<file path="src/rtl/pc_gen_if.sv">
// rtl/pc_gen_if.sv - fetch request bus between the PC generator and the fetch unit
interface pc_gen_if #(
  parameter int XLEN = 32
);
  logic            fetch_valid_o;
  logic            fetch_ready_i;
  logic [XLEN-1:0] pc_o;

  // PC generator side: drives the request, observes acceptance
  modport master (
    output fetch_valid_o,
    output pc_o,
    input  fetch_ready_i
  );

  // Fetch unit side: observes the request, drives acceptance
  modport slave (
    input  fetch_valid_o,
    input  pc_o,
    output fetch_ready_i
  );
endinterface

</file>
<file path="src/rtl/pc_gen.sv">
// rtl/pc_gen.sv - program-counter generator with fetch handshake and buffered redirects
module pc_gen #(
  parameter int              XLEN       = 32,
  parameter int              STEP       = 4,
  parameter logic [XLEN-1:0] START_ADDR = 32'h0000_0000,
  parameter logic [XLEN-1:0] END_ADDR   = 32'h0000_3FFC
) (
  input  logic            clk,
  input  logic            rst_n,
  input  logic            trap_flag_i,
  input  logic [XLEN-1:0] trap_addr_i,
  input  logic            ex_branch_flag_i,
  input  logic [XLEN-1:0] ex_branch_addr_i,
  input  logic            stalled_i,
  pc_gen_if.master        fetch,
  output logic            misalign_o,
  output logic            redirect_pend_o
);

  typedef enum logic [1:0] {BOOT, RUN, PEND} state_t;

  localparam logic [XLEN-1:0] LOW_MASK = XLEN'(STEP - 1);

  state_t          state_q, state_d;
  logic [XLEN-1:0] pc_q, pc_d;
  logic [XLEN-1:0] pend_q, pend_d;
  logic            valid_q, valid_d;
  logic            misalign_q;

  logic [XLEN-1:0] tgt;
  logic [XLEN-1:0] tgt_aligned;
  logic [XLEN-1:0] pc_next_seq;
  logic            req;
  logic            xfer;

  // Trap outranks branch; targets are forced onto a fetch boundary
  assign req         = trap_flag_i | ex_branch_flag_i;
  assign tgt         = trap_flag_i ? trap_addr_i : ex_branch_addr_i;
  assign tgt_aligned = tgt & ~LOW_MASK;
  assign xfer        = valid_q & fetch.fetch_ready_i;
  // Sequential advance wraps to the window start once the last slot has been fetched
  assign pc_next_seq = (pc_q >= END_ADDR) ? START_ADDR : (pc_q + XLEN'(STEP));

  // State and request registers; reset drops any in-flight request and buffered redirect
  always_ff @(posedge clk or negedge rst_n) begin
    if (!rst_n) begin
      state_q    <= BOOT;
      pc_q       <= START_ADDR;
      pend_q     <= START_ADDR;
      valid_q    <= 1'b0;
      misalign_q <= 1'b0;
    end else begin
      state_q    <= state_d;
      pc_q       <= pc_d;
      pend_q     <= pend_d;
      valid_q    <= valid_d;
      misalign_q <= req & (|(tgt & LOW_MASK));
    end
  end

  // Next-state: redirects win over stall; pc only moves on an accepted or absent request
  always_comb begin
    state_d = state_q;
    pc_d    = pc_q;
    pend_d  = pend_q;
    valid_d = valid_q;
    case (state_q)
      BOOT: begin
        state_d = RUN;
        valid_d = 1'b1;
        if (req) pc_d = tgt_aligned;
      end
      RUN: begin
        if (req && (xfer || !valid_q)) begin
          pc_d = tgt_aligned;
        end else if (req) begin
          pend_d  = tgt_aligned;
          state_d = PEND;
        end else if (xfer && !stalled_i) begin
          pc_d = pc_next_seq;
        end
      end
      PEND: begin
        // The newest redirect replaces the buffered one, even in the accepting cycle
        if (req) pend_d = tgt_aligned;
        if (xfer) begin
          pc_d    = req ? tgt_aligned : pend_q;
          state_d = RUN;
        end
      end
      default: begin
        state_d = BOOT;
      end
    endcase
  end

  assign fetch.pc_o          = pc_q;
  assign fetch.fetch_valid_o = valid_q;
  assign misalign_o          = misalign_q;
  assign redirect_pend_o     = (state_q == PEND);

endmodule

</file>
<file path="src/flat_wrapper.sv">
// flat-port wrapper written by rule: the top's interface ports become plain ports
module pc_gen_flat 
#(
  parameter int              XLEN       = 32,
  parameter int              STEP       = 4,
  parameter logic [XLEN-1:0] START_ADDR = 32'h0000_0000,
  parameter logic [XLEN-1:0] END_ADDR   = 32'h0000_3FFC
)
  (clk, rst_n, trap_flag_i, trap_addr_i, ex_branch_flag_i, ex_branch_addr_i, stalled_i, misalign_o, redirect_pend_o, fetch_fetch_valid_o, fetch_pc_o, fetch_fetch_ready_i);
  pc_gen_if #(.XLEN(XLEN)) fetch_i ();
  input  logic clk;
  input  logic rst_n;
  input  logic trap_flag_i;
  input  logic [XLEN-1:0] trap_addr_i;
  input  logic ex_branch_flag_i;
  input  logic [XLEN-1:0] ex_branch_addr_i;
  input  logic stalled_i;
  output logic misalign_o;
  output logic redirect_pend_o;
  output wire logic [$bits(fetch_i.fetch_valid_o)-1:0] fetch_fetch_valid_o;
  output wire logic [$bits(fetch_i.pc_o)-1:0] fetch_pc_o;
  input wire logic [$bits(fetch_i.fetch_ready_i)-1:0] fetch_fetch_ready_i;
  assign fetch_fetch_valid_o = fetch_i.fetch_valid_o;
  assign fetch_pc_o = fetch_i.pc_o;
  assign fetch_i.fetch_ready_i = fetch_fetch_ready_i;
  pc_gen #(.XLEN(XLEN), .STEP(STEP), .START_ADDR(START_ADDR), .END_ADDR(END_ADDR)) u_core (.clk(clk), .rst_n(rst_n), .trap_flag_i(trap_flag_i), .trap_addr_i(trap_addr_i), .ex_branch_flag_i(ex_branch_flag_i), .ex_branch_addr_i(ex_branch_addr_i), .stalled_i(stalled_i), .fetch(fetch_i), .misalign_o(misalign_o), .redirect_pend_o(redirect_pend_o));
endmodule
</file>
<file path="config.mk">
export PLATFORM = sky130hd
export DESIGN_NAME = pc_gen_flat
export DESIGN_NICKNAME = d
export VERILOG_FILES = /design/src/rtl/pc_gen_if.sv /design/src/rtl/pc_gen.sv /design/src/flat_wrapper.sv
export SDC_FILE = /design/constraint.sdc
export NUM_CORES = 1
export LEC_CHECK = 0
export ABC_AREA = 1
export ABC_CLOCK_PERIOD_IN_PS = 2500
export BUFFER_PORTS_ARGS = -buffer_cell sky130_fd_sc_hd__buf_2
export CAP_MARGIN = 20
export CORE_UTILIZATION = 43
export DETAILED_ROUTE_END_ITERATION = 6
export GPL_ROUTABILITY_DRIVEN = 0
export MAX_ROUTING_LAYER = met4
export PLACE_DENSITY = 0.7
export SYNTH_ARGS = -nofsm -noshare
export SYNTH_HDL_FRONTEND = slang
export SYNTH_SLANG_ARGS = --single-unit
</file>
<file path="constraint.sdc">
create_clock -name clk -period 2.5 [get_ports clk]
set_input_delay 0.625 -clock clk [delete_from_list [all_inputs] [get_ports clk]]
set_output_delay 0.625 -clock clk [all_outputs]
set_load 0.01 [all_outputs]
</file>
# After elaboration in Yosys (flattened, before gate mapping)
# Index checks and enable logic that the tools add are counted.
dict set report op_classes {
  order_cmp 1
  n_bitwise 3
  shifts 0
  n_eq_ne 8
  n_reduce_logical 12
  n_addsub 1
  mul 0
  muxes 15
  div 0
}
# cell count
set ops {}
lappend ops {{$mux 32} 9}
lappend ops {{$pmux 32 s3} 1}
lappend ops {{$pmux 32 s2} 1}
lappend ops {{$add 32x3->32 const B} 1}
lappend ops {{$ge 32x14->1 const B} 1}
lappend ops {{$mux 2} 3}
lappend ops {{$ne 2x1->1 const B} 3}
lappend ops {{$pmux 2 s3} 1}
lappend ops {{$reduce_and 5->1} 1}
lappend ops {{$ne 3x1->1 const B} 1}
lappend ops {{$ne 3x3->1 const B} 1}
lappend ops {{$reduce_and 3->1} 1}
lappend ops {{$reduce_bool 3->1} 1}
lappend ops {{$and 1x1->1} 2}
lappend ops {{$eq 2x1->1 const B} 1}
lappend ops {{$eq 2x2->1 const B} 1}
lappend ops {{$logic_and 1x1->1} 2}
lappend ops {{$logic_not 1->1} 2}
lappend ops {{$logic_not 2->1} 1}
lappend ops {{$ne 2x2->1 const B} 1}
lappend ops {{$reduce_and 2->1} 1}
lappend ops {{$reduce_bool 2->1} 1}
lappend ops {{$reduce_or 2->1} 1}
lappend ops {{$logic_or 1x1->1} 1}
lappend ops {{$or 1x1->1} 1}
dict set report word_totals {
  n_memories 0
  latchBits 0
  ff_bits 68
  output_inout_bits 35
  ram_bits 0
  word_cells 45
  mem_bits_ro 0
}

# Depth between registers and ports, before layout
dict set report depth {
  ltp_word 6
  depth_mapped 12
  mapped_depth_nobuf 10
}

# Worst setup path before layout
# Ideal clock, no wire load.
dict set report synth_path {
  path_type {input to register}
  startpoint {input port trap_flag_i}
  endpoint {register u_core.pc_q[16], in the netlist u_core.fetch.pc_o[16]}
  setup_ns 0.123
  path_slack_ns 0.797
  n_path_buf 2
  arrival_ns 1.580
  path_stages 12
  path_cell_list {buf_4 -> inv_4 -> nand2_4 -> nand2_4 -> nor2_8 -> inv_2 -> nand2_4 -> inv_2 -> buf_6 -> a21oi_1 -> o21ai_0 -> nand2_1}
}
dict set report synth_between {
  elab_chain_len 4
  elab_cells_between_ends 12
  classes_between {3 x eq/ne; 6 x mux; 1 x bitwise; 2 x reduce/logical}
}
# element line
set synth_lines {}
lappend synth_lines {{start: declaration} flat_wrapper.sv:13} ;# input logic trap_flag_i;
lappend synth_lines {{$mux 32 or $or 1x1->1 (tied branches)} {pc_gen.sv:38, pc_gen.sv:37}}
lappend synth_lines {{$mux 32 or $logic_and 1x1->1 (tied branches)} {pc_gen.sv:87, pc_gen.sv:74}}
lappend synth_lines {{$mux 32 (tied with other cells)} pc_gen.sv:86} ;# if (xfer) begin
lappend synth_lines {{$pmux 32 s3 or $reduce_and 5->1 (tied branches)} --}
lappend synth_lines {{end signal: assignment} pc_gen.sv:54} ;# pc_q <= pc_d;
lappend synth_lines {{end: declaration} pc_gen.sv:25} ;# logic [XLEN-1:0] pc_q, pc_d;
# Several ways; a longest one is shown, not always the timed one. The select of a mux whose other input is x is not followed.
# A chain may end at the register's enable or synchronous reset.

# Final worst setup path
dict set report layout_path {
  startpoint {register u_core.state_q[0]}
  endpoint {output port redirect_pend_o}
}
dict set report layout_between {
  elab_chain_len 1
}
# element line
set layout_lines {}
lappend layout_lines {{start: declaration} pc_gen.sv:24} ;# state_t state_q, state_d;
lappend layout_lines {{start signal: assignment} pc_gen.sv:53} ;# state_q <= state_d;
lappend layout_lines {{$eq 2x2->1} pc_gen.sv:100} ;# assign redirect_pend_o = (state_q == PEND);
lappend layout_lines {{end: declaration} flat_wrapper.sv:19} ;# output logic redirect_pend_o;
# No other way between the ends.

==> metrics.md <==
| Metric | Value |
|---|---|
| Pwr/cell area | `1200 nW/um2` |
| Final net count | `805` |
| Post-Route WL | `11.2 mm` |
| Hold Crit Class | `input port to asynchronous set/reset pin` |
| Worst setup path start | `u_core.state_q[0]` |
| Synthesized cell area | `4230 um2` |
| Outcome | `completed` |
| CTS max path bufs | `2` |
| Antenna-violating nets left | `0` |
| Reg-to-Reg Start | `u_core.state_q[1]` |
| Initial DRC count | `199` |
| Final setup viols | `0` |
| R2R cell count | `10` |
| I/O pin cnt | `105` |
| Distinct cell type count of the synthesized netlist | `29` |
| DP Area | `4880 um2` |
| Fmax | `500 MHz` |
| Leak | `0.00271 uW` |
| Starting Density | `0.451` |
| IO buf count | `104` |
| Yosys reg bits | `68` |
| Slew Limit Fails | `0` |
| Wire length per cell | `13.0 um` |
| Clock Pin Slew Worst Setup and Hold Paths | `70 ps` |
| Slew Limit Headroom | `0.631` |
| Unrepaired setup endpoints after global routing | `false` |
| Syn nets | `707` |
| Sw frac | `0.471` |
| Final Cell Area | `5060 um2` |
| Num CTS Buffers | `9` |
| Psw | `2850 uW` |
| Internal power | `3200 uW` |
| Row count | `35` |
| GRT Overall Usage | `0.246` |
| Final setup TNS | `0 ps` |
| Post-DP HPWL | `8.13 mm` |
| CP Launch Type | `flop` |
| Clock sink total | `68` |
| Share of cells above drive strength 1 | `0.202` |
| Post-CTS Resized | `0` |
| DRC violations left | `0` |
| Req. time, crit path | `1880 ps` |
| CTS tree | `built` |
| Vias in the first global route | `4,033` |
| Max-cap violations | `0` |
| Setup crit end | `redirect_pend_o` |
| Setup Skew | `6.70 ps` |
| CTS Hold Bufs | `0` |
| Crit share post-route | `0.800` |
| Core Area | `9370 um2` |
| YS warnings | `0` |
| Antenna violations before repair | `0` |
| Crit Path Class | `flop to primary output` |
| First-pass GRT wire length | `18.9 mm` |
| R2r setup slk | `500 ps` |
| Die W | `101 um` |
| Die H | `101 um` |
| Crit path DAT | `1380 ps` |
| CP max FO | `11` |
| Via Count | `4,307` |
| Post-synthesis instance total | `632` |
| CTS H-tree lvls | `3` |
| DRT Pass-1 Iters | `4` |
| DR vias/cell | `4.99` |
| Clk pwr share | `0.139` |
| Grt ovf | `0` |
| Final hold vios | `0` |
| FF-to-FF End | `u_core.pend_q[15]` |
| Post-CTS setup buffer count | `0` |
| Largest net degree at the start of global routing | `69` |
| Share of power burned in registers | `0.329` |
| Die area | `10,200 um2` |
| CP endpoint kind | `primary output` |
| Min Tclk post-route | `2000 ps` |
| Slew @ Worst Pin | `553 ps` |
| Synth Area per Inst | `6.69 um2` |
| VDD IR-drop max | `0.525 mV` |
| Root buffer cell | `clkbuf_8` |
| Comb power frac | `0.532` |
| Clock Latency Late Sink | `350 ps` |
| Register area share after synthesis | `0.403` |
| Area Overhead vs Synth | `19.7%` |
==> worst min path at each step <==
stage	slack, ps	depth (start not counted)	endpoint
2_1_floorplan	330	0	u_core.fetch.fetch_valid_o
3_3_place_gp	460	2	u_core.pend_q[13]
3_5_place_dp	470	2	u_core.pend_q[2]
4_1_cts	310	2	u_core.fetch.pc_o[1]
5_1_grt	320	2	u_core.state_q[1]
6_report	290	2	u_core.fetch.pc_o[1]
==> cell usage after synthesis <==
| cell type | number | area (um2) |
|---|---|---|
| xnor2_1 | 1 | 8.76 |
| dfrtp_1 | 68 | 1700 |
| buf_6 | 1 | 11.3 |
| nor3_1 | 3 | 15.0 |
| o21a_1 | 2 | 15.0 |
| buf_1 | 1 | 3.75 |
| nor2_2 | 3 | 18.8 |
| buf_2 | 17 | 85.1 |
| clkbuf_1 | 12 | 45.0 |
| nand3_1 | 21 | 105 |
| and2_0 | 1 | 6.26 |
| nor2_8 | 1 | 20.0 |
| inv_4 | 1 | 6.26 |
| o21ai_1 | 6 | 30.0 |
| nand4_1 | 13 | 81.3 |
| or2_2 | 2 | 12.5 |
| nand2_4 | 3 | 33.8 |
| nor2_4 | 1 | 11.3 |
| nand3b_1 | 2 | 15.0 |
| o22ai_1 | 2 | 12.5 |
| nand2_1 | 232 | 871 |
| a21oi_1 | 24 | 120 |
| inv_2 | 3 | 11.3 |
| nor2_1 | 58 | 218 |
| buf_4 | 3 | 22.5 |
| inv_1 | 51 | 191 |
| xor2_1 | 4 | 35.0 |
| o21ai_0 | 91 | 455 |
| ha_1 | 5 | 62.6 |
==> power by group through the flow <==
stage | registers, uW | logic, uW | clock network, uW
final | 1990 | 3220 | 844
after global routing | 2070 | 3720 | 915
after CTS | 1990 | 3240 | 863
after detailed placement | 2000 | 3230 | 0
after global placement | 1990 | 3100 | 0
after floorplan | 2040 | 2180 | 0
==> sequential cells by signal (all words and copies together) (netlist names) <==
signal                      count
u_core.state_q                  2
u_core.pend_q                  32
u_core.misalign_o               1
u_core.fetch.fetch_valid_o      1
u_core.fetch.pc_o              32
==> cell type report <==
type                       instances  area (um2)
multi-input combinational        475        2150
clock inverter                     1        7.51
sequential                        68        1700
fill                             983        4310
inverter                          55         209
antenna                            1        2.50
timing repair buffer             121         661
tap                              129         161
clock buffer                      13         169
==> stage by stage <==
stage	cells	hold slack, ps	total power (uW)	worst slack (ps)	utilization
after floorplan	632	329	4220	797	-
after global placement	848	461	5100	393	0.521
after detailed placement	848	469	5230	309	0.521
after CTS	862	312	6090	491	0.540
after global routing	862	323	6700	251	0.540
final	863	292	6050	500	0.540
==> cell families (layout without fill, tap and decap cells) <==
group | after synthesis | count (layout) | synth area share
AO/OA/AOI/OAI | 125 | 125 | 0.150
XOR/XNOR | 5 | 5 | 0.0104
adder cells (fa/ha/maj) | 5 | 5 | 0.0148
buffers and inverters | 89 | 190 | 0.0891
flip-flops | 68 | 68 | 0.403
other | 0 | 1 | 0
AND/OR/NAND/NOR | 340 | 340 | 0.333
==> metal layers <==
metal  vias to the layer above  part of all wire  GRT usage
met5                         -                 0          -
met4                         0             0.022      0.100
met3                        19             0.061     0.0340
met2                       138              0.47      0.391
met1                      1950              0.45      0.315
li1                       2200                 -          -
==> placed cells by master (no fill, tap or decap), types with 2 or more instances in the layout <==
cell / instances
xor2_1: 4
nand2_4: 3
nor3_1: 3
or2_2: 2
o21a_1: 2
nand4_1: 13
buf_4: 16
nor2_2: 3
o21ai_0: 91
nand3_1: 21
dfrtp_1: 68
buf_2: 104
inv_2: 3
o22ai_1: 2
a21oi_1: 24
inv_1: 51
clkbuf_8: 12
nand2_1: 232
o21ai_1: 6
nor2_1: 58
ha_1: 5
nand3b_1: 2
==> worst max-delay path: stages (launching register included) <==
cell     delay (ps)
dfrtp_1         410
inv_1           110
ha_1            170
buf_4           190
buf_2           160
(Power assumes the default switching activity.)
